`config.mk`:
```
export PLATFORM = sky130hd
export DESIGN_NAME = score_display_seq_flat
export DESIGN_NICKNAME = d
export VERILOG_FILES = /design/src/rtl/score_display_pkg.sv /design/src/rtl/score_display_if.sv /design/src/rtl/score_display_seq_seg7.sv /design/src/rtl/score_display_seq.sv /design/src/flat_wrapper.sv
export SDC_FILE = /design/constraint.sdc
export NUM_CORES = 1
export LEC_CHECK = 0
export CELL_PAD_IN_SITES_DETAIL_PLACEMENT = 1
export CELL_PAD_IN_SITES_GLOBAL_PLACEMENT = 1
export CORE_MARGIN = 3
export CORE_UTILIZATION = 30
export DETAILED_ROUTE_END_ITERATION = 10
export HOLD_SLACK_MARGIN = 0.15
export PLACE_DENSITY = 0.56
export SLEW_MARGIN = 20
export SYNTH_ARGS = -nofsm -noshare
export SYNTH_HDL_FRONTEND = slang
export SYNTH_SLANG_ARGS = --single-unit
```
`constraint.sdc`:
```
create_clock -name clk -period 4.7 [get_ports clk]
set_clock_uncertainty 0.15 [all_clocks]
set_input_delay 1.175 -clock clk [delete_from_list [all_inputs] [get_ports clk]]
set_output_delay 1.175 -clock clk [all_outputs]
set_load 0.01 [all_outputs]
```
`src/rtl/score_display_pkg.sv`:
```
// Shared types, segment constants and the BCD nibble adjust
// for the sequential score display.
`timescale 1ns/1ps
package score_display_pkg;
    typedef enum logic [1:0] {IDLE, SHIFT, LOAD} state_t;

    localparam logic [6:0] SEG_BLANK = 7'h7F;
    localparam logic [6:0] SEG_DASH  = 7'b0111111;
    localparam logic [6:0] SEG_ZERO  = 7'b1000000;

    function automatic logic [3:0] add3(input logic [3:0] n);
        return (n >= 4'd5) ? n + 4'd3 : n;
    endfunction
endpackage

```
`src/rtl/score_display_if.sv`:
```
// Request/result bundle between the score counter and the display.
`timescale 1ns/1ps
interface score_display_if #(
    parameter int WIDTH  = 16,
    parameter int DIGITS = 3
);
    import score_display_pkg::*;

    logic                  start;
    logic [WIDTH-1:0]      value;
    logic                  busy;
    logic                  done;
    logic                  overflow;
    logic [7*DIGITS-1:0]   hex;

    modport master (
        output start, value,
        input  busy, done, overflow, hex
    );

    modport slave (
        input  start, value,
        output busy, done, overflow, hex
    );
endinterface

```
`src/rtl/score_display_seq_seg7.sv`:
```
// BCD to active-low seven-segment decoder {g,f,e,d,c,b,a}.
`timescale 1ns/1ps
module seg7
    import score_display_pkg::*;
(
    input  logic [3:0] bcd,
    output logic [6:0] leds
);
    always_comb begin
        leds = SEG_BLANK;
        case (bcd)
            4'd0: leds = 7'b1000000;
            4'd1: leds = 7'b1111001;
            4'd2: leds = 7'b0100100;
            4'd3: leds = 7'b0110000;
            4'd4: leds = 7'b0011001;
            4'd5: leds = 7'b0010010;
            4'd6: leds = 7'b0000010;
            4'd7: leds = 7'b1111000;
            4'd8: leds = 7'b0000000;
            4'd9: leds = 7'b0010000;
            default: leds = SEG_BLANK;
        endcase
    end
endmodule

```
`src/rtl/score_display_seq.sv`:
```
// Iterative double-dabble score converter driving DIGITS
// registered seven-segment displays, with a one-deep pending slot.
`timescale 1ns/1ps
module score_display_seq
    import score_display_pkg::*;
#(
    parameter int WIDTH         = 16,
    parameter int DIGITS        = 3,
    parameter bit BLANK_LEADING = 1'b1
) (
    input  logic           clk,
    input  logic           reset_n,
    score_display_if.slave bus
);
    localparam int BW = 4 * DIGITS;
    localparam int CW = $clog2(WIDTH + 1);

    function automatic logic [7*DIGITS-1:0] reset_hex();
        logic [7*DIGITS-1:0] h;
        h = {DIGITS{BLANK_LEADING ? SEG_BLANK : SEG_ZERO}};
        h[6:0] = SEG_ZERO;
        return h;
    endfunction

    localparam logic [7*DIGITS-1:0] HEX_RST = reset_hex();

    state_t              state, state_nxt;
    logic [WIDTH-1:0]    bin, pend, launch_val;
    logic                pend_vld, launch, sticky;
    logic [BW-1:0]       bcd, bcd_adj;
    logic [CW-1:0]       cnt;
    logic [6:0]          dec [DIGITS];
    logic [7*DIGITS-1:0] seg_nxt, hex_q;
    logic                ovf_q, done_q, lead;

    always_ff @(posedge clk or negedge reset_n) begin
        if (!reset_n) state <= IDLE;
        else          state <= state_nxt;
    end

    // A start seen in LOAD bypasses the pending slot and launches at once.
    always_comb begin
        state_nxt  = state;
        launch     = 1'b0;
        launch_val = bus.value;
        unique case (state)
            IDLE: begin
                if (bus.start) begin
                    state_nxt = SHIFT;
                    launch    = 1'b1;
                end
            end
            SHIFT: begin
                if (cnt == CW'(1)) state_nxt = LOAD;
            end
            LOAD: begin
                if (bus.start || pend_vld) begin
                    state_nxt  = SHIFT;
                    launch     = 1'b1;
                    launch_val = bus.start ? bus.value : pend;
                end else begin
                    state_nxt = IDLE;
                end
            end
            default: state_nxt = IDLE;
        endcase
    end

    always_comb begin
        bcd_adj = '0;
        for (int i = 0; i < DIGITS; i++)
            bcd_adj[4*i +: 4] = add3(bcd[4*i +: 4]);
    end

    for (genvar g = 0; g < DIGITS; g++) begin : g_dig
        seg7 u_seg7 (
            .bcd  (bcd[4*g +: 4]),
            .leds (dec[g])
        );
    end

    // lead stays set while every digit above i is zero.
    always_comb begin
        seg_nxt = '0;
        lead    = 1'b1;
        for (int i = DIGITS - 1; i >= 0; i--) begin
            if (sticky)
                seg_nxt[7*i +: 7] = SEG_DASH;
            else if (BLANK_LEADING && i > 0 && lead && bcd[4*i +: 4] == 4'd0)
                seg_nxt[7*i +: 7] = SEG_BLANK;
            else
                seg_nxt[7*i +: 7] = dec[i];
            if (bcd[4*i +: 4] != 4'd0) lead = 1'b0;
        end
    end

    always_ff @(posedge clk or negedge reset_n) begin
        if (!reset_n) begin
            bin      <= '0;
            bcd      <= '0;
            cnt      <= '0;
            sticky   <= 1'b0;
            pend     <= '0;
            pend_vld <= 1'b0;
            hex_q    <= HEX_RST;
            ovf_q    <= 1'b0;
            done_q   <= 1'b0;
        end else begin
            done_q <= 1'b0;
            if (launch) begin
                bin    <= launch_val;
                bcd    <= '0;
                sticky <= 1'b0;
                cnt    <= CW'(WIDTH);
            end else if (state == SHIFT) begin
                {bcd, bin} <= {bcd_adj, bin} << 1;
                sticky     <= sticky | bcd_adj[BW-1];
                cnt        <= cnt - CW'(1);
            end
            if (state == LOAD) begin
                hex_q    <= seg_nxt;
                ovf_q    <= sticky;
                done_q   <= 1'b1;
                pend_vld <= 1'b0;
            end else if (bus.start && state != IDLE) begin
                pend     <= bus.value;
                pend_vld <= 1'b1;
            end
        end
    end

    assign bus.busy     = (state != IDLE);
    assign bus.done     = done_q;
    assign bus.overflow = ovf_q;
    assign bus.hex      = hex_q;
endmodule

```
`src/flat_wrapper.sv`:
```
// flat-port wrapper written by rule: the top's interface ports become plain ports
module score_display_seq_flat import score_display_pkg::*;
#(
    parameter int WIDTH         = 16,
    parameter int DIGITS        = 3,
    parameter bit BLANK_LEADING = 1'b1
)
  (clk, reset_n, bus_start, bus_value, bus_busy, bus_done, bus_overflow, bus_hex);
  score_display_if #(.WIDTH(WIDTH), .DIGITS(DIGITS)) bus_i ();
  input  logic clk;
  input  logic reset_n;
  input wire logic [$bits(bus_i.start)-1:0] bus_start;
  input wire logic [$bits(bus_i.value)-1:0] bus_value;
  output wire logic [$bits(bus_i.busy)-1:0] bus_busy;
  output wire logic [$bits(bus_i.done)-1:0] bus_done;
  output wire logic [$bits(bus_i.overflow)-1:0] bus_overflow;
  output wire logic [$bits(bus_i.hex)-1:0] bus_hex;
  assign bus_i.start = bus_start;
  assign bus_i.value = bus_value;
  assign bus_busy = bus_i.busy;
  assign bus_done = bus_i.done;
  assign bus_overflow = bus_i.overflow;
  assign bus_hex = bus_i.hex;
  score_display_seq #(.WIDTH(WIDTH), .DIGITS(DIGITS), .BLANK_LEADING(BLANK_LEADING)) u_core (.clk(clk), .reset_n(reset_n), .bus(bus_i));
endmodule
```
==> results <==
- The flow ran to the end, and the final reports show no timing, DRC or antenna violations.
- The clock insertion delay at the later pin of the skew report is 0.34 ns.
- The via count of the first global-routing pass is 3131.
- Counting both buffers and inverters, the worst setup path holds a total of 1.
- Power spread over the standard cell area amounts to 349 nW/um^2.
- In the global route stage, overall resource usage came out at 0.140.
- The category of the worst setup path capture point is a primary output.
- The library cells used most frequently in the layout, excluding fill and tap cells, are 61 x sky130_fd_sc_hd__dfrtp_1, 46 x sky130_fd_sc_hd__nand2_1, 42 x sky130_fd_sc_hd__a21oi_1.
- At the worst endpoint, the arrival time is 1.92 ns.
- Overall power consumption after layout is estimated at 1.66 mW.
- The number of hold violations in the final report is 0.
- Of all nets on the critical path, the largest fanout is 22.
- The final number of setup-violating endpoints is 0.
- The mean area per synthesized cell is 9.96 um^2.
- After the flow finishes, the layout carries non-filler instances totaling 602.
- In this design, the largest share of critical-path delay is due to flip-flops.
- Once routing completed, OpenROAD measured the worst setup slack at 1.46 ns.
- The number of clock sinks is 76.
- For this design the top-level I/O count stands at 43.
- 0 antenna diodes ended up in the layout.
- The post-synthesis to final-layout area growth is 21.9%.
- The ratio of routed vias to standard cells is 4.92.
- After floorplanning, the core was divided into 41 placement rows.
- The library cell used as clock root buffer is sky130_fd_sc_hd__clkbuf_16.
- Entering global routing, the biggest net connects 77 pins.
- The count of buffers added on input and output ports is 42.
- Among all stages on the critical path, the largest delay is contributed by sky130_fd_sc_hd__dfrtp_1.
- Dividing the final minimum period by the clock period gives 0.690.
- TritonCTS built the clock tree.
- The number of antenna violations at the first check in global routing is 0.
- The first TritonRoute pass finished after 4 iterations.
- OpenSTA, run right after detailed placement, puts the worst setup slack at 1.44 ns.
- The number of pins with negative max-slew slack in the final report is 0.
- Setup repair after global routing left no endpoint under its margin.
- The routed design has 9130 um of wire.
- Once the clock tree was built, the setup fixing pass inserted 0 buffers.
- The synthesized netlist contains 46 unique library cells.
- After detailed routing, the number of remaining DRC violations is 0.
- The maximum clock frequency is 308 MHz.
- The signal on the critical path passes through or2_2 > clkdlybuf4s50_1.
- At the end of the flow the core is filled with cells to 0.375.
- For this run, asynchronously set or reset flops after synthesis account for 1.00.
- The die is 120 um tall.
- Adding up every negative setup slack in the final design gives 0 ns.
- The final standard cell area without fillers is 4760 um^2.
- In the synthesized netlist, the number of instances is 392.
- The HPWL after detailed placement is 6290 um.
- The remaining global-route overflow is 0.
- At the pin with the least slew margin, the transition time is 0.803 ns.
- Summing every instance area after synthesis gives 3900 um^2.
- The placeable core region is 12700 um^2.
- The proportion of layout cells with a drive suffix above 1 is 0.137.
- Headroom to the max-slew limit came out at 0.464.
- The post-place instance area is 4460 um^2.
- The number of gates given a new drive strength after cts is 0.
- The time the worst path needs with I/O delays and setup is 3.24 ns.
- The critical path required time is 3.38 ns.
- The total number of yosys warnings is 0.
- The full die area is 14400 um^2.
- The count of flip-flops with a built-in enable after synthesis is 0.
- The clock tree buffer depth is 2.
- CTS built an H-tree with a depth of 3.
- The critical path in this run is classified as reg -> out.
- Clock-pin slew was measured on the worst setup and hold paths at 0.06 ns.
- In the final routed layout, each cell accounts on average for 15.2 um.
- The number of violations of the max-capacitance limit is 0.
- In this run, post-CTS hold repair placed 0 buffers.
- The overall via count from detail_route is 2963.
- The final-layout worst hold slack is 0.302 ns.
- The number of placed cells counting well taps is 586.
- The die boundary width is 120 um.
- In this run, the number of DRC markers left after iteration 0 of detailed routing was 98.
- The standby leakage power is 1.94 nW.
- The initial core utilization is 0.308.
- The first-pass GRT wire length is 15800 um.
- The register bit count reported by yosys is 76.
- The number of nets still failing antenna checks after routing is 0.
- In this design, the stage delay of the slowest critical-path cell is 0.81 ns.
- Among all flip-flop cells after synthesis, the most frequent one is sky130_fd_sc_hd__dfrtp_1.
- The number of buffers inserted during clock tree synthesis is 9.
- The worst setup path is launched from a register.
- The number of nets at the end of the flow is 463.
- The most common cell after layout, fill and taps aside is sky130_fd_sc_hd__dfrtp_1.
- The final RePlAce weighted congestion is 0.800.
- When the netlist entered floorplanning its net count stood at 430.
- The part of the Yosys area used for sequential elements is 0.492.
- The maximum vdd ir drop is 0.000151 V.
- The kind of path behind the tightest hold check is reg -> reg.
## path summary, 6_finish.rpt
| check | start | slack, ns | endpoint | depth (start not counted) |
|---|---|---|---|---|
| max | u_core.state[0]$_DFFE_PN0P_ | 1.46 | bus_busy | 2 |
| min | u_core.bus.hex[20]$_DFFE_PN1N_ | 0.30 | u_core.bus.hex[20]$_DFFE_PN1N_ | 2 |
| max reg2reg | u_core.state[0]$_DFFE_PN0P_ | 2.15 | u_core.bcd[10]$_DFFE_PN0P_ | 5 |
| min reg2reg | u_core.bus.hex[20]$_DFFE_PN1N_ | 0.30 | u_core.bus.hex[20]$_DFFE_PN1N_ | 2 |
| max in group asynchronous | reset_n | 3.19 | u_core.bus.done$_DFF_PN0_ | 1 |
| min in group asynchronous | reset_n | 0.69 | u_core.bus.hex[2]$_DFFE_PN0N_ | 1 |
## area by class of cell
| type | count | area, um^2 |
|---|---|---|
| fill | 1462 | 7920 |
| sequential | 76 | 1920 |
| tap | 172 | 215 |
| inverter | 16 | 60.1 |
| clock buffer | 10 | 239 |
| multi-input combinational | 275 | 1810 |
| timing repair buffer | 47 | 459 |
| clock inverter | 6 | 53.8 |
## layer usage
| layer | up-vias | global-route usage | routed length, um |
|---|---|---|---|
| li1 | 1452 | - | - |
| met1 | 1462 | 0.180 | 4370 |
| met2 | 43 | 0.226 | 4280 |
| met3 | 6 | 0.0452 | 378 |
| met4 | 0 | 0.0387 | 99 |
| met5 | - | 0 | 0 |
## where the power goes
part	switching, mW	internal [mW]	total (mW)
clock network	0.261	0.419	0.680
logic	0.0789	0.128	0.207
registers	0.0348	0.739	0.774
## sequential cells by signal (all words and copies together), names as in the netlist
| signal | count |
|---|---|
| u_core.bin | 16 |
| u_core.state | 2 |
| u_core.pend | 16 |
| u_core.bus.done | 1 |
| u_core.cnt | 5 |
| u_core.sticky | 1 |
| u_core.pend_vld | 1 |
| u_core.bus.overflow | 1 |
| u_core.bcd | 12 |
| u_core.bus.hex | 21 |
## cell usage after synthesis (all sizes together) (2+ instances only)
cell type,number,area share
nand3b,15,0.029
dfstp,15,0.10
clkbuf,15,0.014
mux2,16,0.046
a21o,2,0.0038
inv,16,0.015
o21ai,27,0.035
dfrtp,61,0.39
o31ai,3,0.0058
nand2,46,0.044
a221o,16,0.041
a21oi,43,0.056
or2,2,0.0032
a31oi,3,0.0048
nand2b,5,0.0080
o22a,7,0.016
nand3,6,0.0077
o211ai,4,0.0090
nor2,32,0.031
a22o,2,0.0048
xor2,2,0.0045
nor4b,2,0.0045
o311ai,2,0.0045
xnor2,4,0.0090
mux2i,2,0.0051
buf,10,0.015
nor3b,3,0.0071
ha,19,0.061
and2,3,0.0048
## cells by family after synthesis
family | count (synthesis) | share of synthesized area
xor+xnor | 6 | 0.0135
simple gates | 118 | 0.147
flops | 76 | 0.492
buf+inv | 41 | 0.0446
fa+ha+maj | 19 | 0.0609
compound gates | 114 | 0.191
mux | 18 | 0.0513
## worst reg2reg max path, delay by kind of cell (launching register included)
family / cells / cell delay, ns
AO/OA/AOI/OAI: 2 / 0.40
AND/OR/NAND/NOR: 1 / 0.56
buffers and inverters: 2 / 0.52
flip-flops: 1 / 0.81
No activity file was read; power rests on OpenSTA's default activity.
